File: config.mk
export PLATFORM = sky130hd
export DESIGN_NAME = uart_tx_fifo_reader
export DESIGN_NICKNAME = d
export VERILOG_FILES = /design/src/rtl/uart_tx_fifo_reader.sv
export SDC_FILE = /design/constraint.sdc
export NUM_CORES = 1
export LEC_CHECK = 0
export CAP_MARGIN = 0
export CORE_MARGIN = 3
export CORE_UTILIZATION = 40
export CTS_BUF_LIST = sky130_fd_sc_hd__clkbuf_4 sky130_fd_sc_hd__clkbuf_8
export DETAILED_ROUTE_END_ITERATION = 10
export GPL_TIMING_DRIVEN = 0
export PLACE_DENSITY = 0.57
export REMOVE_ABC_BUFFERS = 1
export SLEW_MARGIN = 5
export SYNTH_ARGS = -nofsm -noshare
export SYNTH_HDL_FRONTEND = slang
export SYNTH_SLANG_ARGS = --single-unit
File: constraint.sdc
create_clock -name clk -period 5.5 [get_ports clk]
set_clock_uncertainty 0.1 [all_clocks]
set_input_delay 1.1 -clock clk [delete_from_list [all_inputs] [get_ports clk]]
set_output_delay 1.1 -clock clk [all_outputs]
set_load 0.05 [all_outputs]
File: src/rtl/uart_tx_fifo_reader.sv
// UART transmitter that drains a show-ahead TX FIFO and sends each byte as
// an 8N1 frame. A private 16x oversample divider sets the bit timing; it is
// held at zero while idle so every frame starts with identical phase.
module uart_tx_fifo_reader #(
    parameter int unsigned CLK_FREQ = 100_000_000,
    parameter int unsigned BAUD     = 9600
) (
    input  logic       clk,
    input  logic       rst,
    input  logic       en,
    input  logic       fifo_empty,
    input  logic [7:0] fifo_rdata,
    output logic       fifo_pop,
    output logic       tx,
    output logic       tx_busy,
    output logic       tx_done
);

    localparam int unsigned DivRaw = CLK_FREQ / (BAUD * 16);
    localparam int unsigned Div    = (DivRaw < 1) ? 1 : DivRaw;
    localparam int unsigned DivW   = (Div > 1) ? $clog2(Div) : 1;
    localparam logic [DivW-1:0] DivMax = DivW'(Div - 1);

    typedef enum logic [1:0] {
        StIdle,
        StStart,
        StData,
        StStop
    } state_e;

    state_e          state_q, state_d;
    logic [DivW-1:0] div_q, div_d;
    logic [3:0]      tick_q, tick_d;
    logic [2:0]      bit_q, bit_d;
    logic [7:0]      shift_q, shift_d;
    logic            tx_q, tx_d;

    logic tick;
    logic bit_end;

    // State, counters, shift register and the registered line driver.
    always_ff @(posedge clk or negedge rst) begin
        if (!rst) begin
            state_q <= StIdle;
            div_q   <= '0;
            tick_q  <= '0;
            bit_q   <= '0;
            shift_q <= '0;
            tx_q    <= 1'b1;
        end else begin
            state_q <= state_d;
            div_q   <= div_d;
            tick_q  <= tick_d;
            bit_q   <= bit_d;
            shift_q <= shift_d;
            tx_q    <= tx_d;
        end
    end

    // Next-state logic; tx_d is the line level for the following cycle.
    always_comb begin
        state_d  = state_q;
        div_d    = div_q;
        tick_d   = tick_q;
        bit_d    = bit_q;
        shift_d  = shift_q;
        tx_d     = tx_q;
        fifo_pop = 1'b0;
        tx_done  = 1'b0;

        tick    = (div_q == DivMax);
        bit_end = tick && (tick_q == 4'hF);

        if (state_q != StIdle) begin
            div_d = tick ? '0 : div_q + 1'b1;
            if (tick) begin
                tick_d = tick_q + 4'd1;
            end
        end

        case (state_q)
            StIdle: begin
                div_d  = '0;
                tick_d = '0;
                bit_d  = '0;
                tx_d   = 1'b1;
                // Gated by rst so no pop can be issued while reset is held.
                if (en && !fifo_empty && rst) begin
                    fifo_pop = 1'b1;
                    shift_d  = fifo_rdata;
                    tx_d     = 1'b0;
                    state_d  = StStart;
                end
            end
            StStart: begin
                if (bit_end) begin
                    tx_d    = shift_q[0];
                    state_d = StData;
                end
            end
            StData: begin
                if (bit_end) begin
                    if (bit_q == 3'd7) begin
                        tx_d    = 1'b1;
                        state_d = StStop;
                    end else begin
                        shift_d = {1'b0, shift_q[7:1]};
                        tx_d    = shift_q[1];
                        bit_d   = bit_q + 3'd1;
                    end
                end
            end
            StStop: begin
                if (bit_end) begin
                    tx_done = 1'b1;
                    tx_d    = 1'b1;
                    state_d = StIdle;
                end
            end
            default: begin
                state_d = StIdle;
                tx_d    = 1'b1;
            end
        endcase
    end

    assign tx      = tx_q;
    assign tx_busy = (state_q != StIdle);

endmodule
== Word-level counts from Yosys, hierarchy flattened ==
Index checks and enable logic that the tools add are counted.
Word-level totals
  bits in registers: 28
  input port bits: 12
  output and inout port bits: 4
  logic and storage cells: 64
Operators by class
  add/sub/neg operators: 3
  eq/ne operators: 12
  multiplexer cells: 29
  reduce and logical (&&, ||, !) cells: 14
Operators by type and width (number)
  two-way mux 10 bit: 3
  two-way mux 8 bit: 3
  one-hot mux 8 bit (2 select lines): 1
  two-way mux 4 bit: 3
  inequality test 2 bit (second input constant): 6
  adder 10 x 1 -> 10 bit (second input constant): 1
  == test 10 bit (second input constant): 1
  two-way mux 2 bit: 5
  two-way mux 1 bit: 9
  one-hot mux 2 bit (4 select lines): 1
  nonzero test 2 bit: 4
  two-way mux 3 bit: 2
  one-hot mux 3 bit (2 select lines): 1
  AND reduction 3 bit: 2
  AND reduction 5 bit: 1
  adder 4 x 1 -> 4 bit (second input constant): 1
  == test 2 bit (second input constant): 2
  == test 4 bit (second input constant): 1
  one-hot mux 1 bit (4 select lines): 1
  AND reduction 4 bit: 1
  adder 3 x 1 -> 3 bit (second input constant): 1
  == test 3 bit (second input constant): 1
  logical AND 1 bit: 3
  == test 2 x 1 -> 1 bit (second input constant): 1
  3 further kinds: 3

== Logic depth before layout (Yosys ltp) ==
  depth after elaboration: 5
  mapped depth: 7

== Least setup slack after synthesis ==
No wires, ideal clock.
  path kind: in2out
  start: in fifo_empty
  end: out fifo_pop
  arrival time: 2004 ps
  path slack: 2296 ps
  stages on the path: 2
  buffers on the path: 0
  cell sequence: nand3b_1 nor2_1
Between the ends
  longest elaborated chain between the ends: 5
RTL lines
  start, declared: RTL line 11  | input logic fifo_empty,
  zero test 1 bit: RTL line 88  | if (en && !fifo_empty && rst) begin
  logical AND 1 bit (2 in a row): RTL line 88
  two-way mux 1 bit: RTL line 88
  two-way mux 1 bit: RTL line 81  | case (state_q)
  end, declared: RTL line 13  | output logic fifo_pop,
Every way passes these cells.

== Worst setup path in the final report ==
  start: in rst
  end: out fifo_pop
Between the ends
  longest elaborated chain between the ends: 3
RTL lines
  start, declared: RTL line 9  | input logic rst,
  logical AND 1 bit: RTL line 88
  two-way mux 1 bit: RTL line 88
  two-way mux 1 bit: RTL line 81
Every way passes these cells.

==> results.md <==
- Hold crit path type: reg -> reg
- 1st-pass router iterations: 4
- Worst-Skew Late Latency: around 0.27 ns
- WS Path Type: in -> out
- RSZ-0062 raised after global routing: false
- CTS tree: done
- Layout cell share with drive strength beyond 1: about 21%
- Vias in the first global route: between 1k and 1.5k
- Max Fclk: 240 MHz
- Final GP Congestion: approximately 0.72
- Mux cell area share after synthesis: about 14%
- Syn Inst Count: 144
- Initial antenna violation count: 0
- Worst R2R End: shift_q[5]
- Gr usage total: between 10% and 20%
- TritonCTS Sinks: 28
- Synthesis warning total: 0
- CP Capture Type: primary output
- Status: complete, no violations
- # port buffers: 15
- Post-layout min period: approximately 4.2 ns
- Hold Crit Start: shift_q[3]
- Worst Path Required: around 4.3 ns
- Cells on Worst Hold Path: 1
- Total power draw: 343 uW
- Clock slew at reported path FFs: 0.09 ns
- CTS Buf Count: 3
- GRT overflow: 0
- Critical Path Start Type: input port
- Library cells used by synthesis: 37
- Post-CTS Setup Bufs: 0
- Worst hold endpoint: shift_q[3]
- Via count: 1,073
- Iteration-0 DRC Markers: 40
- P_leak: ~0.83 nW
- Seq/Total Area, Yosys: between 40% and 50%
- Inst Count DP: slightly above 200
- Vias/cell: ~5.2
- FILL cells: around 360
- Synth Area in Simple Gates: 20.0%
- Number of diodes: 0
- FF-to-FF Start: state_q[0]
- Post-route insts no fill: 208
- Combinational family with the most area after synthesis: simple AND/OR/NAND/NOR gates
- Largest net degree at the start of global routing: 30
- Peak fanout along the critical path: 29
- Core area: approximately 0.0037 mm2
- Tightest Pin Transition: around 0.65 ns
- Layout area overhead: 15.3%
- Post_cts resized: 0
- Routed len/inst: around 14 um
- Peak VDD IR: 0.000125 V
- Pwr/cell area: 187 mW/mm2
- Post-synthesis adder-cell area fraction: around 7.9%
- Post-route ant nets: 0
- Hold Violations, Final: 0
- Final period util: 75.7%
- CTS Hold Bufs: 0
- Syn avg cell area: ~11 um2
- Slew Limit Fails: 0
- DIE HEIGHT: 69.1 um
- Post-Synth XOR/XNOR Area: 6.06%
- # IOs: 16
- Global-route wire length before repair: slightly above 5000 um
- Post-layout nets: between 150 and 200
- Routed Wire Length: approximately 2900 um
- Post-synthesis compound-gate area fraction: ~5.8%
- Final setup TNS: 0 ns
- Die width: around 69 um
- H-tree Lvls: 1
- R2R Setup Slk: 2.73 ns
- Max-cap viol count: 0
- WP data arrival: ~3.0 ns
- Die area: 0.00477 mm2
- #FFs+latches synth: 28
- Synth Cell Area: between 0.0015 and 0.002 mm2
- Effective utilization at floorplan: between 40% and 50%
- Clock root cell: clkbuf_8
- Reg2Reg Depth: 6
- CTS Buffer Depth: 2
- Hpwl dp: 2070 um
- DRC: 0
- Site Rows: 22
- Final setup vio count: 0
- Core Util, Final: approximately half
- Slew margin rel.: a little under three fifths
-- cell type report --
type	instances	area, um2	area share, %
Timing Repair Buffer	15	145	7.92
Clock buffer	4	48.8	2.66
Multi-Input combinational cell	106	851	46.4
Inverter	7	26.3	1.43
Tap cell	48	60.1	3.28
Sequential cell	28	702	38.3
-- Yosys cell counts --
master	number	area [um2]
nor4_2	1	12.5
clkbuf_1	3	11.3
o21ai_0	3	15.0
nand3b_1	2	15.0
a32oi_1	1	8.76
a211oi_1	1	7.51
or4bb_1	1	11.3
or2_2	1	6.26
o22ai_1	1	6.26
nand2_2	1	6.26
inv_1	7	26.3
nor3b_1	2	15.0
or4b_4	1	13.8
a31o_2	1	8.76
ha_1	10	125
dfrtp_1	27	676
and3_2	1	7.51
a21oi_1	3	15.0
nand3_1	6	30.0
mux2_2	7	78.8
and2_2	1	7.51
nor2_1	18	67.6
a21oi_4	1	16.3
dfstp_2	1	26.3
mux2i_1	2	20.0
nor4_1	2	12.5
or3_2	1	7.51
nor3_1	3	15.0
nand2_1	9	33.8
o221ai_2	1	15.0
xnor2_1	5	43.8
mux2_4	8	120
nor4_4	1	21.3
nand4_1	2	12.5
nand2b_1	2	12.5
xor2_1	6	52.6
and4_2	1	10.0
-- metrics by stage --
| stage | setup slack, ns | hold WS, ns | instance area, um2 |
|---|---|---|---|
| after detailed placement | 0.235 | 0.392 | 1790 |
| after global routing | 1.14 | 0.440 | 1830 |
| after CTS | 0.228 | 0.419 | 1840 |
| final | 1.34 | 0.412 | 1830 |
| after floorplan | 2.30 | 0.376 | 1580 |
| after global placement | 0.312 | 0.390 | 1790 |
-- cells in the final DEF, fill, tap and decap left out, drive strengths merged --
| cell type | n |
|---|---|
| or2 | 1 |
| nor4 | 4 |
| nor3b | 2 |
| and4 | 1 |
| nand2 | 10 |
| nand3b | 2 |
| a31o | 1 |
| nor3 | 3 |
| inv | 7 |
| nor2 | 18 |
| buf | 1 |
| ha | 10 |
| o21ai | 3 |
| a32oi | 1 |
| mux2i | 2 |
| dfstp | 1 |
| dfrtp | 27 |
| or4b | 1 |
| or3 | 1 |
| xnor2 | 5 |
| o221ai | 1 |
| a211oi | 1 |
| or4bb | 1 |
| nand2b | 2 |
| xor2 | 6 |
| and2 | 1 |
| clkdlybuf4s50 | 14 |
| nand3 | 6 |
| nand4 | 2 |
| mux2 | 15 |
| a21oi | 4 |
| clkbuf | 4 |
| and3 | 1 |
| o22ai | 1 |
-- worst max-delay path: stages --
cell             delay [ns]
buf_2                  0.51
nand3b_1               0.36
nor2_1                 0.17
clkdlybuf4s50_1        0.81
-- cells by family (layout without fill, tap and decap cells) --
| group | after synthesis | in the layout |
|---|---|---|
| buffers and inverters | 10 | 26 |
| adder cells (fa/ha/maj) | 10 | 10 |
| XOR/XNOR | 11 | 11 |
| AND/OR/NAND/NOR | 56 | 56 |
| flip-flops | 28 | 28 |
| AO/OA/AOI/OAI | 12 | 12 |
| multiplexers | 17 | 17 |
-- where the power goes --
part / switching [mW] / total [mW] / leakage (nW) / internal [mW]
clock: 0.0612 / 0.118 / 0.0262 / 0.0568
combinational: 0.00659 / 0.0172 / 0.447 / 0.0106
sequential: 0.000745 / 0.208 / 0.361 / 0.207
-- layer usage --
metal,vias up,GRT usage (%),part of all wire [%]
li1,532,-,-
met1,527,16.7,48
met2,12,21.4,48
met3,2,3.35,3.0
met4,0,3.25,0.80
met5,-,0,0
-- worst max path at each step --
stage,startpoint,to,slack (ns),cells after the start
2_1_floorplan,fifo_empty,fifo_pop,2.30,2
3_3_place_gp,rst,fifo_pop,0.31,4
3_5_place_dp,rst,fifo_pop,0.23,4
4_1_cts,rst,fifo_pop,0.23,4
5_1_grt,rst,fifo_pop,1.14,4
6_report,rst,fifo_pop,1.34,4
-- flip-flops by register name (all words and copies together), names as in the netlist --
signal and cells:
div_q 10, shift_q 8, tick_q 4, bit_q 3, state_q 2, tx 1
No activity file was read; power rests on OpenSTA's default activity.
